===== src/rtl/tt_harness_pkg.sv =====
// Shared types and constants for the Tiny Tapeout I/O self-test harness.
// Holds the FSM state enum, mode encodings and vector field slots.
package tt_harness_pkg;

  typedef enum logic [2:0] {
    ST_IDLE,
    ST_CORE_RST,
    ST_REPLAY,
    ST_DRAIN,
    ST_DONE
  } state_e;

  localparam logic MODE_PASS     = 1'b0;
  localparam logic MODE_SELFTEST = 1'b1;

  // Field slots inside a vector word; bit offset is slot * W.
  // Word layout: {stim_ui, stim_uio, exp_uo, mask_uo}
  localparam int F_MASK = 0;
  localparam int F_EXP  = 1;
  localparam int F_UIO  = 2;
  localparam int F_UI   = 3;

endpackage


===== src/rtl/tt_harness_vec_ram.sv =====
// Vector table: DEPTH x 4W register file.
// One synchronous write port, one asynchronous read port, no reset.
module tt_harness_vec_ram
  import tt_harness_pkg::*;
#(
  parameter  int W     = 8,
  parameter  int DEPTH = 16,
  localparam int AW    = $clog2(DEPTH)
) (
  input  logic            clk,
  input  logic            we,
  input  logic [AW-1:0]   waddr,
  input  logic [4*W-1:0]  wdata,
  input  logic [AW-1:0]   raddr,
  output logic [4*W-1:0]  rdata
);

  logic [4*W-1:0] mem_q [DEPTH];

  // Table contents survive reset on purpose.
  always_ff @(posedge clk) begin
    if (we) mem_q[waddr] <= wdata;
  end

  assign rdata = mem_q[raddr];

endmodule


===== src/rtl/tt_io_selftest_harness.sv =====
// Pad-to-core harness: PASS straight-through or SELFTEST vector replay.
// Optional capture RAM with rd_addr/rd_data when TT_HARNESS_TRACE_EN is defined.
module tt_io_selftest_harness
  import tt_harness_pkg::*;
#(
  parameter  int W       = 8,
  parameter  int DEPTH   = 16,
  parameter  int LAT     = 1,
  parameter  int RST_CYC = 4,
  parameter  int CNT_W   = 8,
  localparam int AW      = $clog2(DEPTH)
) (
  input  logic             clk,
  input  logic             rst,
  input  logic             mode,
  input  logic             start,
  input  logic [W-1:0]     pad_ui_in,
  input  logic [W-1:0]     pad_uio_in,
  input  logic             pad_rst_n,
  output logic [W-1:0]     pad_uo_out,
  output logic [W-1:0]     pad_uio_out,
  output logic [W-1:0]     pad_uio_oe,
  output logic [W-1:0]     core_ui_in,
  output logic [W-1:0]     core_uio_in,
  output logic             core_rst_n,
  input  logic [W-1:0]     core_uo_out,
  input  logic [W-1:0]     core_uio_out,
  input  logic [W-1:0]     core_uio_oe,
  input  logic             wr_en,
  input  logic [AW-1:0]    wr_addr,
  input  logic [4*W-1:0]   wr_data,
  output logic             busy,
  output logic             done,
  output logic             pass,
  output logic [CNT_W-1:0] err_count,
  output logic [AW-1:0]    first_err
`ifdef TT_HARNESS_TRACE_EN
  ,
  input  logic [AW-1:0]    rd_addr,
  output logic [W-1:0]     rd_data
`endif
);

  localparam int CMAX = (RST_CYC > LAT) ? RST_CYC : LAT;
  localparam int CW   = $clog2(CMAX + 1);
  localparam int EW   = W - 3;

  state_e           state_q, state_d;
  logic [CW-1:0]    cnt_q, cnt_d;
  logic [AW-1:0]    idx_q, idx_d;
  logic             done_q, done_d;
  logic [CNT_W-1:0] err_q, err_d;
  logic [AW-1:0]    ferr_q, ferr_d;

  logic             pv_q   [LAT];
  logic [W-1:0]     pexp_q [LAT];
  logic [W-1:0]     pmsk_q [LAT];
  logic [AW-1:0]    pidx_q [LAT];

  logic [4*W-1:0]   vec;
  logic             accept;
  logic             replay;
  logic             mism;
  logic             pass_mode;
  logic             pass_w;
  logic [W-1:0]     stim_ui;
  logic [W-1:0]     stim_uio;
  logic [EW-1:0]    err_pad;

  tt_harness_vec_ram #(
    .W     (W),
    .DEPTH (DEPTH)
  ) u_vec_ram (
    .clk   (clk),
    .we    (wr_en && !busy),
    .waddr (wr_addr),
    .wdata (wr_data),
    .raddr (idx_q),
    .rdata (vec)
  );

  assign busy   = (state_q == ST_CORE_RST) ||
                  (state_q == ST_REPLAY)   ||
                  (state_q == ST_DRAIN);
  assign accept = start && (mode == MODE_SELFTEST) &&
                  ((state_q == ST_IDLE) || (state_q == ST_DONE));
  assign replay = (state_q == ST_REPLAY);

  assign mism = pv_q[LAT-1] &&
                (|((core_uo_out ^ pexp_q[LAT-1]) & pmsk_q[LAT-1]));

  // Next state and the shared reset/drain counter.
  always_comb begin
    state_d = state_q;
    cnt_d   = cnt_q;
    idx_d   = idx_q;
    unique case (state_q)
      ST_IDLE: begin
        if (accept) begin
          state_d = ST_CORE_RST;
          cnt_d   = '0;
        end
      end
      ST_CORE_RST: begin
        if (cnt_q == CW'(RST_CYC - 1)) begin
          state_d = ST_REPLAY;
          idx_d   = '0;
        end else begin
          cnt_d = cnt_q + CW'(1);
        end
      end
      ST_REPLAY: begin
        idx_d = idx_q + AW'(1);
        if (idx_q == AW'(DEPTH - 1)) begin
          state_d = ST_DRAIN;
          cnt_d   = '0;
        end
      end
      ST_DRAIN: begin
        if (cnt_q == CW'(LAT - 1)) state_d = ST_DONE;
        else                       cnt_d   = cnt_q + CW'(1);
      end
      ST_DONE: begin
        if (accept) begin
          state_d = ST_CORE_RST;
          cnt_d   = '0;
        end else if (mode == MODE_PASS) begin
          state_d = ST_IDLE;
        end
      end
      default: state_d = ST_IDLE;
    endcase
  end

  // Result status: cleared on an accepted start, updated by the checker.
  always_comb begin
    err_d  = err_q;
    ferr_d = ferr_q;
    done_d = done_q;
    if (accept) begin
      err_d  = '0;
      ferr_d = '0;
      done_d = 1'b0;
    end else begin
      if (mism) begin
        if (err_q == '0) ferr_d = pidx_q[LAT-1];
        if (err_q != '1) err_d  = err_q + CNT_W'(1);
      end
      if ((state_q != ST_DONE) && (state_d == ST_DONE)) done_d = 1'b1;
    end
  end

  // FSM, counters and status registers.
  always_ff @(posedge clk or posedge rst) begin
    if (rst) begin
      state_q <= ST_IDLE;
      cnt_q   <= '0;
      idx_q   <= '0;
      done_q  <= 1'b0;
      err_q   <= '0;
      ferr_q  <= '0;
    end else begin
      state_q <= state_d;
      cnt_q   <= cnt_d;
      idx_q   <= idx_d;
      done_q  <= done_d;
      err_q   <= err_d;
      ferr_q  <= ferr_d;
    end
  end

  // Expected/mask/index pipeline aligning each vector with core output.
  always_ff @(posedge clk or posedge rst) begin
    if (rst) begin
      for (int k = 0; k < LAT; k++) begin
        pv_q[k]   <= 1'b0;
        pexp_q[k] <= '0;
        pmsk_q[k] <= '0;
        pidx_q[k] <= '0;
      end
    end else begin
      pv_q[0]   <= replay;
      pexp_q[0] <= vec[F_EXP*W +: W];
      pmsk_q[0] <= vec[F_MASK*W +: W];
      pidx_q[0] <= idx_q;
      for (int k = 1; k < LAT; k++) begin
        pv_q[k]   <= pv_q[k-1];
        pexp_q[k] <= pexp_q[k-1];
        pmsk_q[k] <= pmsk_q[k-1];
        pidx_q[k] <= pidx_q[k-1];
      end
    end
  end

  assign pass_w    = done_q && (err_q == '0);
  assign pass_mode = (state_q == ST_IDLE) && (mode == MODE_PASS) && !rst;
  assign stim_ui   = replay ? vec[F_UI*W +: W]  : '0;
  assign stim_uio  = replay ? vec[F_UIO*W +: W] : '0;
  assign err_pad   = EW'(err_q);

  // Pin muxing: straight-through in PASS, vector drive and status otherwise.
  always_comb begin
    core_ui_in  = stim_ui;
    core_uio_in = '0;
    core_rst_n  = (state_q == ST_REPLAY) ||
                  (state_q == ST_DRAIN)  ||
                  (state_q == ST_DONE);
    pad_uo_out  = {busy, done_q, pass_w, err_pad};
    pad_uio_out = '0;
    pad_uio_oe  = '0;
    if (state_q != ST_IDLE) begin
      core_uio_in = (core_uio_out & core_uio_oe) |
                    (stim_uio & ~core_uio_oe);
    end
    if (pass_mode) begin
      core_ui_in  = pad_ui_in;
      core_uio_in = pad_uio_in;
      core_rst_n  = pad_rst_n;
      pad_uo_out  = core_uo_out;
      pad_uio_out = core_uio_out;
      pad_uio_oe  = core_uio_oe;
    end
  end

  assign done      = done_q;
  assign pass      = pass_w;
  assign err_count = err_q;
  assign first_err = ferr_q;

`ifdef TT_HARNESS_TRACE_EN
  logic [W-1:0] trc_q [DEPTH];
  logic [W-1:0] rd_q;

  // Capture core output at every compare slot.
  always_ff @(posedge clk) begin
    if (pv_q[LAT-1]) trc_q[pidx_q[LAT-1]] <= core_uo_out;
  end

  // Registered one-cycle read of the capture RAM.
  always_ff @(posedge clk or posedge rst) begin
    if (rst) rd_q <= '0;
    else     rd_q <= trc_q[rd_addr];
  end

  assign rd_data = rd_q;
`endif

endmodule


===== config.mk =====
export PLATFORM = sky130hd
export DESIGN_NAME = tt_io_selftest_harness
export DESIGN_NICKNAME = d
export VERILOG_FILES = /design/src/rtl/tt_harness_pkg.sv /design/src/rtl/tt_harness_vec_ram.sv /design/src/rtl/tt_io_selftest_harness.sv
export SDC_FILE = /design/constraint.sdc
export NUM_CORES = 1
export LEC_CHECK = 0
export CAP_MARGIN = 10
export CORE_AREA = 2 2 165 232
export DETAILED_ROUTE_END_ITERATION = 8
export DIE_AREA = 0 0 167 234
export PLACE_DENSITY = 0.77
export SYNTH_ARGS = -nofsm -noshare
export SYNTH_HDL_FRONTEND = slang
export SYNTH_SLANG_ARGS = --single-unit

===== constraint.sdc =====
create_clock -name clk -period 9.3 [get_ports clk]
set_input_delay 1.395 -clock clk [delete_from_list [all_inputs] [get_ports clk]]
set_output_delay 1.395 -clock clk [all_outputs]
set_load 0.01 [all_outputs]

==> impl_metrics.csv, run 1 <==
group,metric,value,unit
timing,hold_viol_final,0,
worst_setup_path,worstSetupEndpointType,"primary output",
detailed_routing,via_count,11028,
grt,overflow,0,
yosys,synth-edff-count,512,
detailed_routing,drtPass1Iterations,5,
worst_setup_path,cp_max_fo,102,
grt,grt_antenna_before_repair,2,
clock_network,clk_pin_slew,0.06,ns
clock_network,clock-root-buffer,"clkbuf_16",
finish,drive_above_1_share,21.4,%
yosys,synth_top_area_share,70.2,%
timing,setup_tns,0,ns
finish,layout_commonest_cell,"edfxtp_1",
clock_network,cts_tree,"done",
clock_network,cts.sinks,556,
power,powerDensity,263,nW/um2
die,num_io_pins,138,
timing,timing.fmax,192,MHz
detailed_routing,routed_wl,49.0,mm
yosys,yosys_warnings,0,
run,drv_cap,0,
yosys,syn_area,21900,um2
yosys,synth-async-reset-ratio,7.91,%
finish,areaGrowthSynthToFinish,16.5,%
worst_setup_path,reg2reg_from,"idx_q[0]",
yosys,yosysSeqAreaShare,75.3,%
yosys,syn_nets,1120,
finish,final_nets,1277,
timing,period_share,56.1,%
placement,dp_cells,1611,
grt,grt_pass1_vias,11309,
finish,final_cells,1698,
outcome,status,"completed",
die,die_x,167,um
detailed_routing,drt-initial-drc-count,1186,
clock_network,hold_buffers,0,
grt,grt_max_degree,103,
detailed_routing,drcViolationCount,0,
yosys,synthFlopType,"edfxtp_1",
placement,io_buffers,137,
timing,tightestPinTransition,1.02,ns
yosys,synth.area.top_cells,"edfxtp_1 70%, mux4_2 14%, dfrtp_1 5.0%, mux2i_1 1.8%, and2_1 0.51%",
min_path,min_from,"pidx_q[3]",
timing,fin_crit,5.22,ns
detailed_routing,ant_nets,0,
timing,drv_slew,0,
finish,postLayoutCellArea,25500,um2
yosys,syn_avg_cell_area,21.2,um2
yosys,synth_top_area_cell,"edfxtp_1",
finish,final_cell_mix,"512 x edfxtp_1, 137 x clkdlybuf4s50_1, 136 x mux4_2",
grt,grt_pass1_wl,72.0,mm
grt,grt_usage,25.4,%
die,core,37100,um2
clock_network,numCtsBuffers,49,
clock_network,cts_max_level,2,
placement,hpwlAfterDp,24.8,mm
clock_network,clock_path_buffers,3,
power,p_leak,0.00819,uW
timing,final.setup_skew,0.0181,ns
yosys,syn_inst,1032,
die,die_area,39100,um2
yosys,ys_ff_latch,556,
die,rows,84,
detailed_routing,avgViaCountPerCell,6.49,
timing,setup_violations,0,
worst_setup_path,critPathLaunchType,"flip-flop",
yosys,synth_cell_types,58,
clock_network,cts_setup_buffers,0,
die,initial_core_util,59.0,%
worst_setup_path,cp.arrival,3.83,ns
placement,placed_area,23900,um2
timing,relSlewSlack,31.6,%
clock_network,ctsResizeCount,0,
timing,rsz0062_at_grt,"false",
die,fp.dieH,234,um
worst_setup_path,worstSetupPathType,"reg -> out",
placement,place_congestion,0.748,
worst_setup_path,startpoint,"idx_q[0]",
power,vdd_drop_max,0.000259,V
worst_setup_path,cp.required,7.91,ns
clock_network,worstSkewPairLatency,0.58,ns
min_path,hp-class,"reg -> reg",
detailed_routing,wl_per_cell,28.9,um
power,power.total,6700,uW
## per-stage QoR
| stage | worst slack [ns] | hold slack, ns | utilization [%] |
|---|---|---|---|
| after floorplan | 4.73 | 0.349 | - |
| after global routing | 3.74 | 0.543 | 68.8 |
| final | 4.08 | 0.524 | 68.8 |
| after global placement | 4.41 | 0.507 | 64.3 |
| after detailed placement | 4.37 | 0.504 | 64.3 |
| after CTS | 3.93 | 0.524 | 68.7 |
## logic make-up after synthesis
| logic type | Yosys count | synth area share [%] |
|---|---|---|
| simple gates | 112 | 2.72 |
| fa+ha+maj | 6 | 0.343 |
| compound gates | 98 | 3.29 |
| xor+xnor | 8 | 0.320 |
| buf+inv | 63 | 1.54 |
| flops | 556 | 75.3 |
| mux | 189 | 16.5 |
## synthesized netlist by cell type (5+ instances only)
cell and number:
edfxtp_1 512, mux4_2 136, dfrtp_1 44, mux2i_1 40, nor2_1 24, nand2_1 20, and2_1 18, buf_2 18
a21oi_1 17, clkbuf_1 17, nand3_1 15, inv_1 11, o21ai_0 11, buf_6 9, mux2_1 9, o31ai_1 9
a32oi_1 8, nand2b_1 8, o31a_1 8, xor2_1 8, nor3_1 7, ha_1 6, a21o_1 5, buf_1 5
o21ai_1 5
## layer usage
| metal | wire length [um] | GRT usage (%) | share of wire [%] | vias up |
|---|---|---|---|---|
| li1 | - | - | - | 4609 |
| met1 | 18100 | 33.6 | 37 | 5739 |
| met2 | 25300 | 43.1 | 52 | 569 |
| met3 | 3990 | 4.42 | 8.1 | 109 |
| met4 | 1610 | 9.70 | 3.3 | 2 |
| met5 | 13 | 0 | 0.027 | - |
## worst max-delay path: stages (launching register included)
cell and delay (ns):
dfrtp_4 0.96, buf_12 0.67, mux2_2 0.41, a21boi_1 0.24, o21ai_0 0.12, nand3_1 0.17
o211ai_1 0.12, clkdlybuf4s50_1 0.51
## power by group
part | total [uW] | switching [uW] | internal [uW]
sequential | 3040 | 187 | 2860
clock | 2090 | 869 | 1220
combinational | 1560 | 727 | 836
total | 6700 | 1780 | 4910
## final cells by class
type,count,area [um2]
inverters,11,41.3
repair buffers,158,1540
clock buffers,60,1310
fillers,2231,11600
diodes,1,2.50
flip-flops and latches,556,16500
well taps,473,592
clock inverters,26,343
multi-input cells,413,5190
## worst paths after layout
kind / end / cells after the start / slack (ns)
min in group asynchronous: done / 2 / 1.50
max in group asynchronous: idx_q[1] / 2 / 7.06
worst max-delay path: core_ui_in[6] / 7 / 4.08
worst max register to register: pexp_q[1] / 3 / 6.25
worst min-delay path: first_err[3] / 2 / 0.52
worst min register to register: first_err[3] / 2 / 0.52
## state kept, by name (all words and copies together), names as in the netlist, 3 cells and up
| register | count |
|---|---|
| u_vec_ram.mem_q | 512 |
| first_err | 4 |
| pidx_q | 4 |
| pmsk_q | 8 |
| err_count | 8 |
| idx_q | 4 |
| cnt_q | 3 |
| state_q | 3 |
| pexp_q | 8 |
No activity file was read; power rests on OpenSTA's default activity.
==> run 2, diff against run 1 <==
- CORE_AREA: 2 2 165 232 -> 2 2 166 233
- DIE_AREA: 0 0 167 234 -> 0 0 168 235
- PLACE_DENSITY: 0.77 -> 0.76
- clock period: 9.3 -> 4.9 ns (I/O delays scaled with it)
==> impl_metrics.csv, run 2 (same netlist as run 1, synthesis figures left out) <==
group,metric,value,unit
outcome,status,"completed",
power,vdd_drop_max,0.000270,V
min_path,hp-class,"reg -> reg",
grt,grt_pass1_wl,70.9,mm
detailed_routing,wl_per_cell,27.8,um
clock_network,cts.sinks,556,
timing,setup_violations,0,
timing,setup_tns,0,ns
timing,timing.fmax,244,MHz
clock_network,worstSkewPairLatency,0.56,ns
clock_network,clk_pin_slew,0.07,ns
detailed_routing,avgViaCountPerCell,6.45,
clock_network,cts_max_level,2,
min_path,min_from,"pidx_q[2]",
finish,regMostFlops,"u_vec_ram.mem_q",
worst_setup_path,worstSetupPathType,"reg -> out",
timing,relSlewSlack,33.3,%
timing,hold_ws,0.517,ns
die,core,37300,um2
clock_network,clock_path_buffers,3,
worst_setup_path,reg2reg_from,"idx_q[0]",
worst_setup_path,r2r_setup_slack,1.81,ns
timing,drv_slew,0,
power,powerDensity,491,nW/um2
die,rows,84,
detailed_routing,ant_nets,0,
min_path,hold_depth,2,
clock_network,hold_buffers,0,
grt,grt_pass1_vias,11210,
timing,final.setup_skew,0.0207,ns
placement,io_buffers,137,
grt,overflow,0,
placement,place_congestion,0.805,
worst_setup_path,worstSetupEndpointType,"primary output",
grt,grt_antenna_before_repair,3,
placement,hpwlAfterDp,26.1,mm
worst_setup_path,critPathLaunchType,"flip-flop",
detailed_routing,drcViolationCount,0,
finish,drive_above_1_share,21.5,%
clock_network,clock-root-buffer,"clkbuf_16",
worst_setup_path,r2r_end,"pexp_q[6]",
detailed_routing,wl_met3,3.23,mm
timing,period_share,83.8,%
grt,grt_usage,24.5,%
grt,grt_max_degree,70,
clock_network,cts_setup_buffers,0,
finish,final_nets,1283,
die,fp.dieH,235,um
clock_network,numCtsBuffers,49,
timing,fin_crit,4.11,ns
finish,areaGrowthSynthToFinish,16.3,%
clock_network,ctsResizeCount,0,
timing,hold_viol_final,0,
detailed_routing,via_count,11014,
finish,final_cell_mix,"512 x edfxtp_1, 137 x clkdlybuf4s50_1, 136 x mux4_2",
power,p_leak,0.00816,uW
min_path,worstHoldEndpoint,"first_err[2]",
worst_setup_path,reg2reg_depth,4,
die,die_x,168,um
detailed_routing,met2_length,24.3,mm
finish,layout_commonest_cell,"edfxtp_1",
worst_setup_path,cp.required,4.16,ns
detailed_routing,highest_layer,"met5",
detailed_routing,drt-met1-wl,18.7,mm
die,die_area,39500,um2
finish,largest_reg_flops,512,
timing,rsz0062_at_grt,"false",
run,drv_cap,0,
worst_setup_path,cp_max_fo,45,
die,num_io_pins,138,
timing,tightestPinTransition,1.00,ns
die,initial_core_util,58.7,%
detailed_routing,drtPass1Iterations,7,
detailed_routing,drt-initial-drc-count,1148,
clock_network,cts_tree,"done",
detailed_routing,routed_wl,47.5,mm
worst_setup_path,cp.arrival,3.37,ns
==> run 2: report_power, final <==
part | internal, uW | switching [uW] | leakage (uW) | total (uW)
logic | 1610 | 1340 | 0.00224 | 2950
clock network | 2140 | 1630 | 0.000756 | 3780
registers | 5420 | 357 | 0.00517 | 5780
==> run 2: worst max-delay path: stages (launching register included) <==
cell and delay [ns]:
dfrtp_1 0.57, or3_1 0.68, nor3_4 0.19, buf_4 0.44, a32oi_1 0.11, o31a_1 0.14
o31ai_1 0.07, clkdlybuf4s50_1 0.58
==> run 2: how the worst max path moves through the flow <==
stage | end | cells after the start | start | slack [ns]
after floorplan | u_vec_ram.mem_q[8][0] | 5 | state_q[1] | 0.92
after global placement | core_uio_in[6] | 7 | mode | 1.41
after detailed placement | core_uio_in[3] | 7 | state_q[2] | 1.36
after CTS | core_uio_in[3] | 7 | state_q[2] | 0.75
after global routing | core_uio_in[5] | 7 | state_q[2] | 0.59
final | core_uio_in[3] | 7 | state_q[2] | 0.79
==> run 2: per-stage QoR <==
stage	instance area (um2)	util, %	instances	total power (uW)	setup slack [ns]
floorplan	21900	-	1032	7940	0.923
global placement	23900	64.0	1617	8790	1.41
finish	25500	68.3	1707	12500	0.794
global route	25500	68.3	1707	13000	0.585
CTS	25500	68.2	1705	12600	0.747
detailed placement	23900	64.0	1617	8860	1.36
==> run 2: final cells by class <==
type                       instances  area, um2
tap                              473        592
clock inverter                    35        325
timing repair buffer             164       1590
fill                            2267      11800
sequential                       556      16500
antenna                            2       5.00
inverter                          11       41.3
clock buffer                      53       1240
multi-input combinational        413       5190
==> run 2: metal layers <==
layer | up-vias | GRT usage [%]
met4 | 2 | 7.22
met3 | 96 | 3.74
li1 | 4632 | -
met1 | 5805 | 33.6
met5 | - | 0
met2 | 479 | 41.4
